===== src/rtl/uart_tx_fifo.sv =====
// uart_tx_fifo: byte FIFO feeding a UART transmitter with frame-latched configuration.
// Define UART_TX_PARITY_EN to build the parity bit state and parity generation.
module uart_tx_fifo #(
  parameter int unsigned FIFO_DEPTH = 8,
  parameter int unsigned DIV_WIDTH  = 16
) (
  input  logic                        clock,
  input  logic                        Reset,
  input  logic [DIV_WIDTH-1:0]        BaudDiv,
  input  logic [1:0]                  DataLength,
  input  logic [1:0]                  ParityType,
  input  logic                        StopBits,
  input  logic [7:0]                  DataIn,
  input  logic                        DataValid,
  output logic                        DataReady,
  output logic                        DataOut,
  output logic                        ActiveFlag,
  output logic                        DoneFlag,
  output logic [$clog2(FIFO_DEPTH):0] FifoCount
);

  localparam int unsigned PtrW = $clog2(FIFO_DEPTH);
  localparam int unsigned CntW = PtrW + 1;

  typedef enum logic [2:0] {StIdle, StStart, StData, StParity, StStop} state_e;

  // FIFO storage and bookkeeping
  logic [7:0]      mem_q [FIFO_DEPTH];
  logic [PtrW-1:0] wr_ptr_q, wr_ptr_d;
  logic [PtrW-1:0] rd_ptr_q, rd_ptr_d;
  logic [CntW-1:0] count_q, count_d;
  logic            push, pop;
  logic [7:0]      head;

  // Transmitter state
  state_e               state_q, state_d;
  logic [DIV_WIDTH-1:0] cnt_q, cnt_d;
  logic [DIV_WIDTH-1:0] div_q, div_d;
  logic [DIV_WIDTH-1:0] div_in_eff;
  logic [2:0]           bit_idx_q, bit_idx_d;
  logic [2:0]           last_idx;
  logic [7:0]           shift_q, shift_d;
  logic [1:0]           len_q, len_d;
  logic                 stop2_q, stop2_d;
  logic                 stop_idx_q, stop_idx_d;
  logic                 bit_end;
  logic                 go_parity;
  logic                 line_q, line_d;
  logic                 active_q, active_d;
  logic                 done_q, done_d;

  // Full status comes from the registered count only, so a pop cannot free a slot early.
  assign DataReady  = (count_q != CntW'(FIFO_DEPTH));
  assign push       = DataValid & DataReady;
  assign head       = mem_q[rd_ptr_q];
  assign FifoCount  = count_q;
  assign DataOut    = line_q;
  assign ActiveFlag = active_q;
  assign DoneFlag   = done_q;

  assign div_in_eff = (BaudDiv == '0) ? DIV_WIDTH'(1) : BaudDiv;
  assign bit_end    = (cnt_q == '0);
  assign last_idx   = 3'(len_q) + 3'd4;

`ifdef UART_TX_PARITY_EN
  logic       par_en_q, par_en_d;
  logic       par_bit_q, par_bit_d;
  logic [7:0] len_mask;

  always_comb begin
    case (DataLength)
      2'b00:   len_mask = 8'h1f;
      2'b01:   len_mask = 8'h3f;
      2'b10:   len_mask = 8'h7f;
      default: len_mask = 8'hff;
    endcase
  end

  assign go_parity = par_en_q;
`else
  logic unused_parity_type;
  assign unused_parity_type = ^ParityType;
  assign go_parity          = 1'b0;
`endif

  always_comb begin
    wr_ptr_d = wr_ptr_q;
    rd_ptr_d = rd_ptr_q;
    count_d  = count_q;
    if (push) wr_ptr_d = wr_ptr_q + PtrW'(1);
    if (pop)  rd_ptr_d = rd_ptr_q + PtrW'(1);
    case ({push, pop})
      2'b10:   count_d = count_q + CntW'(1);
      2'b01:   count_d = count_q - CntW'(1);
      default: count_d = count_q;
    endcase
  end

  // Next-state: bit sequencing, FIFO pop and per-frame configuration latch.
  always_comb begin
    state_d    = state_q;
    cnt_d      = cnt_q;
    bit_idx_d  = bit_idx_q;
    stop_idx_d = stop_idx_q;
    shift_d    = shift_q;
    len_d      = len_q;
    stop2_d    = stop2_q;
    div_d      = div_q;
    pop        = 1'b0;
`ifdef UART_TX_PARITY_EN
    par_en_d   = par_en_q;
    par_bit_d  = par_bit_q;
`endif
    if (state_q != StIdle) cnt_d = bit_end ? (div_q - DIV_WIDTH'(1)) : (cnt_q - DIV_WIDTH'(1));

    case (state_q)
      StIdle: begin
        if (count_q != '0) begin
          pop     = 1'b1;
          state_d = StStart;
        end
      end
      StStart: begin
        if (bit_end) begin
          state_d   = StData;
          bit_idx_d = '0;
        end
      end
      StData: begin
        if (bit_end) begin
          if (bit_idx_q == last_idx) begin
            state_d    = go_parity ? StParity : StStop;
            stop_idx_d = 1'b0;
          end else begin
            bit_idx_d = bit_idx_q + 3'd1;
            shift_d   = {1'b0, shift_q[7:1]};
          end
        end
      end
      StParity: begin
        if (bit_end) begin
          state_d    = StStop;
          stop_idx_d = 1'b0;
        end
      end
      StStop: begin
        if (bit_end) begin
          if (stop2_q && !stop_idx_q) begin
            stop_idx_d = 1'b1;
          end else if (count_q != '0) begin
            pop     = 1'b1;
            state_d = StStart;
          end else begin
            state_d = StIdle;
          end
        end
      end
      default: state_d = StIdle;
    endcase

    if (pop) begin
      cnt_d   = div_in_eff - DIV_WIDTH'(1);
      div_d   = div_in_eff;
      shift_d = head;
      len_d   = DataLength;
      stop2_d = StopBits;
`ifdef UART_TX_PARITY_EN
      par_en_d  = (ParityType == 2'b01) || (ParityType == 2'b10);
      par_bit_d = (^(head & len_mask)) ^ (ParityType == 2'b01);
`endif
    end
  end

  // Outputs are computed from next-state values and registered.
  always_comb begin
    case (state_d)
      StStart:  line_d = 1'b0;
      StData:   line_d = shift_d[0];
`ifdef UART_TX_PARITY_EN
      StParity: line_d = par_bit_d;
`endif
      default:  line_d = 1'b1;
    endcase
    active_d = (state_d != StIdle);
    done_d   = (state_d == StStop) && (cnt_d == '0) && (!stop2_q || stop_idx_d);
  end

  always_ff @(posedge clock) begin
    if (push && !Reset) mem_q[wr_ptr_q] <= DataIn;
  end

  always_ff @(posedge clock) begin
    if (Reset) begin
      wr_ptr_q   <= '0;
      rd_ptr_q   <= '0;
      count_q    <= '0;
      state_q    <= StIdle;
      cnt_q      <= '0;
      div_q      <= DIV_WIDTH'(1);
      bit_idx_q  <= '0;
      stop_idx_q <= 1'b0;
      shift_q    <= '0;
      len_q      <= '0;
      stop2_q    <= 1'b0;
      line_q     <= 1'b1;
      active_q   <= 1'b0;
      done_q     <= 1'b0;
`ifdef UART_TX_PARITY_EN
      par_en_q   <= 1'b0;
      par_bit_q  <= 1'b0;
`endif
    end else begin
      wr_ptr_q   <= wr_ptr_d;
      rd_ptr_q   <= rd_ptr_d;
      count_q    <= count_d;
      state_q    <= state_d;
      cnt_q      <= cnt_d;
      div_q      <= div_d;
      bit_idx_q  <= bit_idx_d;
      stop_idx_q <= stop_idx_d;
      shift_q    <= shift_d;
      len_q      <= len_d;
      stop2_q    <= stop2_d;
      line_q     <= line_d;
      active_q   <= active_d;
      done_q     <= done_d;
`ifdef UART_TX_PARITY_EN
      par_en_q   <= par_en_d;
      par_bit_q  <= par_bit_d;
`endif
    end
  end

endmodule


===== config.mk =====
export PLATFORM = sky130hd
export DESIGN_NAME = uart_tx_fifo
export DESIGN_NICKNAME = d
export VERILOG_FILES = /design/src/rtl/uart_tx_fifo.sv
export SDC_FILE = /design/constraint.sdc
export NUM_CORES = 1
export LEC_CHECK = 0
export CAP_MARGIN = 20
export CORE_ASPECT_RATIO = 0.8
export CORE_UTILIZATION = 30
export DETAILED_ROUTE_END_ITERATION = 12
export HOLD_SLACK_MARGIN = 0.02
export PLACE_DENSITY = 0.51
export SYNTH_ARGS = -nofsm -noshare
export SYNTH_HDL_FRONTEND = slang
export SYNTH_SLANG_ARGS = --single-unit

===== constraint.sdc =====
create_clock -name clock -period 3.68 [get_ports clock]
set_clock_uncertainty 0.1 [all_clocks]
set_input_delay 0.736 -clock clock [delete_from_list [all_inputs] [get_ports clock]]
set_output_delay 0.736 -clock clock [all_outputs]
set_load 0.05 [all_outputs]

==> metrics.md <==
| Metric | Value |
|---|---|
| Worst Setup Path Type | reg2reg |
| MaxCap Viol Count | 0 |
| Worst skew pair latency | between 0.4 and 0.5 ns |
| CP arrival | around 3.7 ns |
| CTS tree | done |
| Routed vias | ~5300 |
| Mapped Area | ~0.0065 mm2 |
| Root buffer cell | clkbuf_16 |
| Hold-fix buffers at CTS | 0 |
| RSZ-0062 raised after global routing | no |
| Post-CTS resize count | 0 |
| First-pass GRT wire length | about 29000 um |
| Cells after Synth | ~630 |
| Worst r2r src | cnt_q[15]$_SDFF_PP0_ |
| Top cells by count, synth | nand2_1 (73), dfxtp_1 (66), edfxtp_1 (64) |
| CP Capture Type | register |
| Post-detail-place hpwl | between 10000 and 15000 um |
| Status | complete, but fails checks |
| Highest Clock Rate | between 0.2 and 0.3 GHz |
| Final Max Tran Viols | 0 |
| Tmin final | 3.493 ns |
| Hold EP | len_q[0]$_SDFFE_PP0P_ |
| Synthesized Nets | approximately 670 |
| Initial core utilization | 30.96% |
| Maximum VDD drop | just over 600 uV |
| Most common flop cell mapped by yosys | dfxtp_1 |
| Hold Crit Depth | 2 |
| Min-Delay Path Class | reg2reg |
| Post-synthesis sequential area ratio | between 50% and 60% |
| Hold wc startpoint | len_q[0]$_SDFFE_PP0P_ |
| Synth unique cells | 69 |
| Post-synth EDFFs | 64 |
| Number of H-tree levels | 4 |
| Failing checks | design-rule violations |
| DRT Pass-1 Iters | 9 |
| Final WL | roughly 18000 um |
| Synth top area cells | edfxtp_1 (30%), dfxtp_1 (20%), mux4_2 (5.6%), nand2_1 (4.2%), a21oi_1 (3.6%) |
| Reg-to-reg endpoint | DoneFlag$_SDFF_PP0_ |
| Final core occ | approximately two fifths |
| Layout cells sized above 1 | between 15 and 20% |
| Most frequent cell after synthesis | nand2_1 |
| Remaining DRCs | 3 |
| Vias in the first global route | about 5000 |
| Inserted Clock Buffers | 17 |
| Die Ht | ~130 um |
| Crit share post-route | 94.93% |
| Die area | 0.02220 mm2 |
| Ports | 40 |
| CTS Buffer Depth | 2 |
| Antenna Diode Count | 0 |
| Input/output buffers | 37 |
| Antenna violations before repair | 0 |
| Synth area leader | edfxtp_1 |
| Final hold violation count | 0 |
| Core box area | ~0.021 mm2 |
| WP data required | 3.92 ns |
| Clock Sinks | 130 |
| Tot GR Track Use | about 17% |
| Setup TNS | 0 ns |
| Vias per std cell | 5.367 |
| Synth Register Bits | between 100 and 150 |
| R2R cell count | 11 |
| Leakage power | ~0.0028 uW |
| Async SR Flop Fraction | 0% |
| Top cell type's share of synthesized area | about 30% |
| Setup violations, final | 0 |
| Final antenna-violating net count | 0 |
| Row count | 47 |
| Drt wl/cell | around 19 um |
| Pwr/cell area | around 900 mW/mm2 |
| Crit path max fanout | 4 |
| Setup bufs post-CTS | 0 |
| R2r setup slk | 0.19 ns |
| CP Launch Type | register |
| Starting DRT DRC Count | between 300 and 400 |
| Largest net degree at the start of global routing | 39 |
| Die width | between 150 and 200 um |
| Tightest Pin Transition | about 0.8 ns |
| RePlAce Congestion | approximately 0.89 |
| Syn. warnings | 0 |
| Relative slew slack | 46.34% |
| Final Net Count | 740 |
| Syn-to-layout area delta | 23.90% |
| Clk slew on worst S/H paths | 0.06 ns |
| Syn avg cell area | between 10 and 15 um2 |
| Remaining global-route overflow | 0 |
[layout make-up]
class	instances	area (um2)
Tap cell	269	336.6
Multi-Input combinational cell	448	3024
Sequential cell	130	3243
Clock buffer	21	440.4
Clock inverter	11	162.7
Inverter	8	30.03
Fill cell	2064	12900
Timing Repair Buffer	94	793.3
[cell families after synthesis]
| kind of cell | after synthesis | share of synthesized area [%] |
|---|---|---|
| mux | 26 | 7.124 |
| simple gates | 248 | 19.34 |
| flops | 130 | 50.04 |
| xor+xnor | 26 | 3.514 |
| compound gates | 139 | 14.73 |
| fa+ha+maj | 9 | 1.853 |
| buf+inv | 47 | 3.398 |
[flip-flops by register name, summed over array words and instances (netlist names), named ones only]
signal	count
stop2_q	1
rd_ptr_q	3
state_q	3
ActiveFlag	1
len_q	2
wr_ptr_q	3
DoneFlag	1
cnt_q	16
stop_idx_q	1
DataOut	1
shift_q	8
div_q	16
mem_q	64
FifoCount	4
bit_idx_q	3
[routing by layer]
metal,track usage [%],wire (um),up-vias
met5,0,0,-
met4,5.607,252,0
met3,3.862,994,18
met2,23.96,7549,156
met1,25.13,9359,2587
li1,-,-,2504
[where the power goes]
| group | switching, uW | internal (uW) |
|---|---|---|
| clock network | 637 | 1130 |
| registers | 315 | 1790 |
| logic | 1970 | 1280 |
| total | 2920 | 4200 |
[metrics by stage]
step | worst slack [ns] | total power (uW) | area, um2 | cells | hold WS (ns)
after floorplan | 0.1034 | 4336 | 6481 | 625 | 0.3441
after global placement | 0.08375 | 5305 | 7427 | 949 | 0.3622
after detailed placement | 0.05814 | 5327 | 7427 | 949 | 0.3654
after CTS | 0.2591 | 7116 | 8030 | 981 | 0.3780
after global routing | 0.001300 | 7547 | 8030 | 981 | 0.4101
final | 0.1866 | 7125 | 8030 | 981 | 0.3801
[worst max-delay path by stage]
stage | start | endpoint | slack (ns) | depth (start not counted)
after detailed placement | BaudDiv[12] | DoneFlag$_SDFF_PP0_ | 0.06 | 15
after floorplan | cnt_q[5]$_SDFF_PP0_ | FifoCount[3]$_SDFFE_PP0P_ | 0.10 | 16
final | cnt_q[15]$_SDFF_PP0_ | DoneFlag$_SDFF_PP0_ | 0.19 | 11
after CTS | cnt_q[11]$_SDFF_PP0_ | FifoCount[3]$_SDFFE_PP0P_ | 0.26 | 13
after global placement | BaudDiv[4] | DoneFlag$_SDFF_PP0_ | 0.08 | 14
after global routing | cnt_q[11]$_SDFF_PP0_ | DoneFlag$_SDFF_PP0_ | 0.001 | 11
[critical path, cell delays in order, from the launching register on]
cell and delay (ns):
dfxtp_1 0.45, nor3_1 0.16, and3_1 0.22, a31oi_1 0.23
ha_1 0.23, or4b_1 0.53, or3_1 0.34, a211oi_1 0.41
xor2_1 0.19, a221o_1 0.19, nand4b_1 0.11, nor4_2 0.24
[layout by cell type (no fill, tap or decap), drive strengths merged, types with 9 or more instances in the layout]
master         count
clkbuf            21
or3               11
clkdlybuf4s50     36
nor4              13
mux2i              9
mux4              16
edfxtp            64
a211oi            20
nor2b             12
nor3              33
nand2             74
a21oi             46
a31oi             14
inv                9
nor2              53
o21ai             11
nand3             12
xnor2             12
dfxtp             66
xor2              14
buf               58
Power figures use the tool's default switching activity.
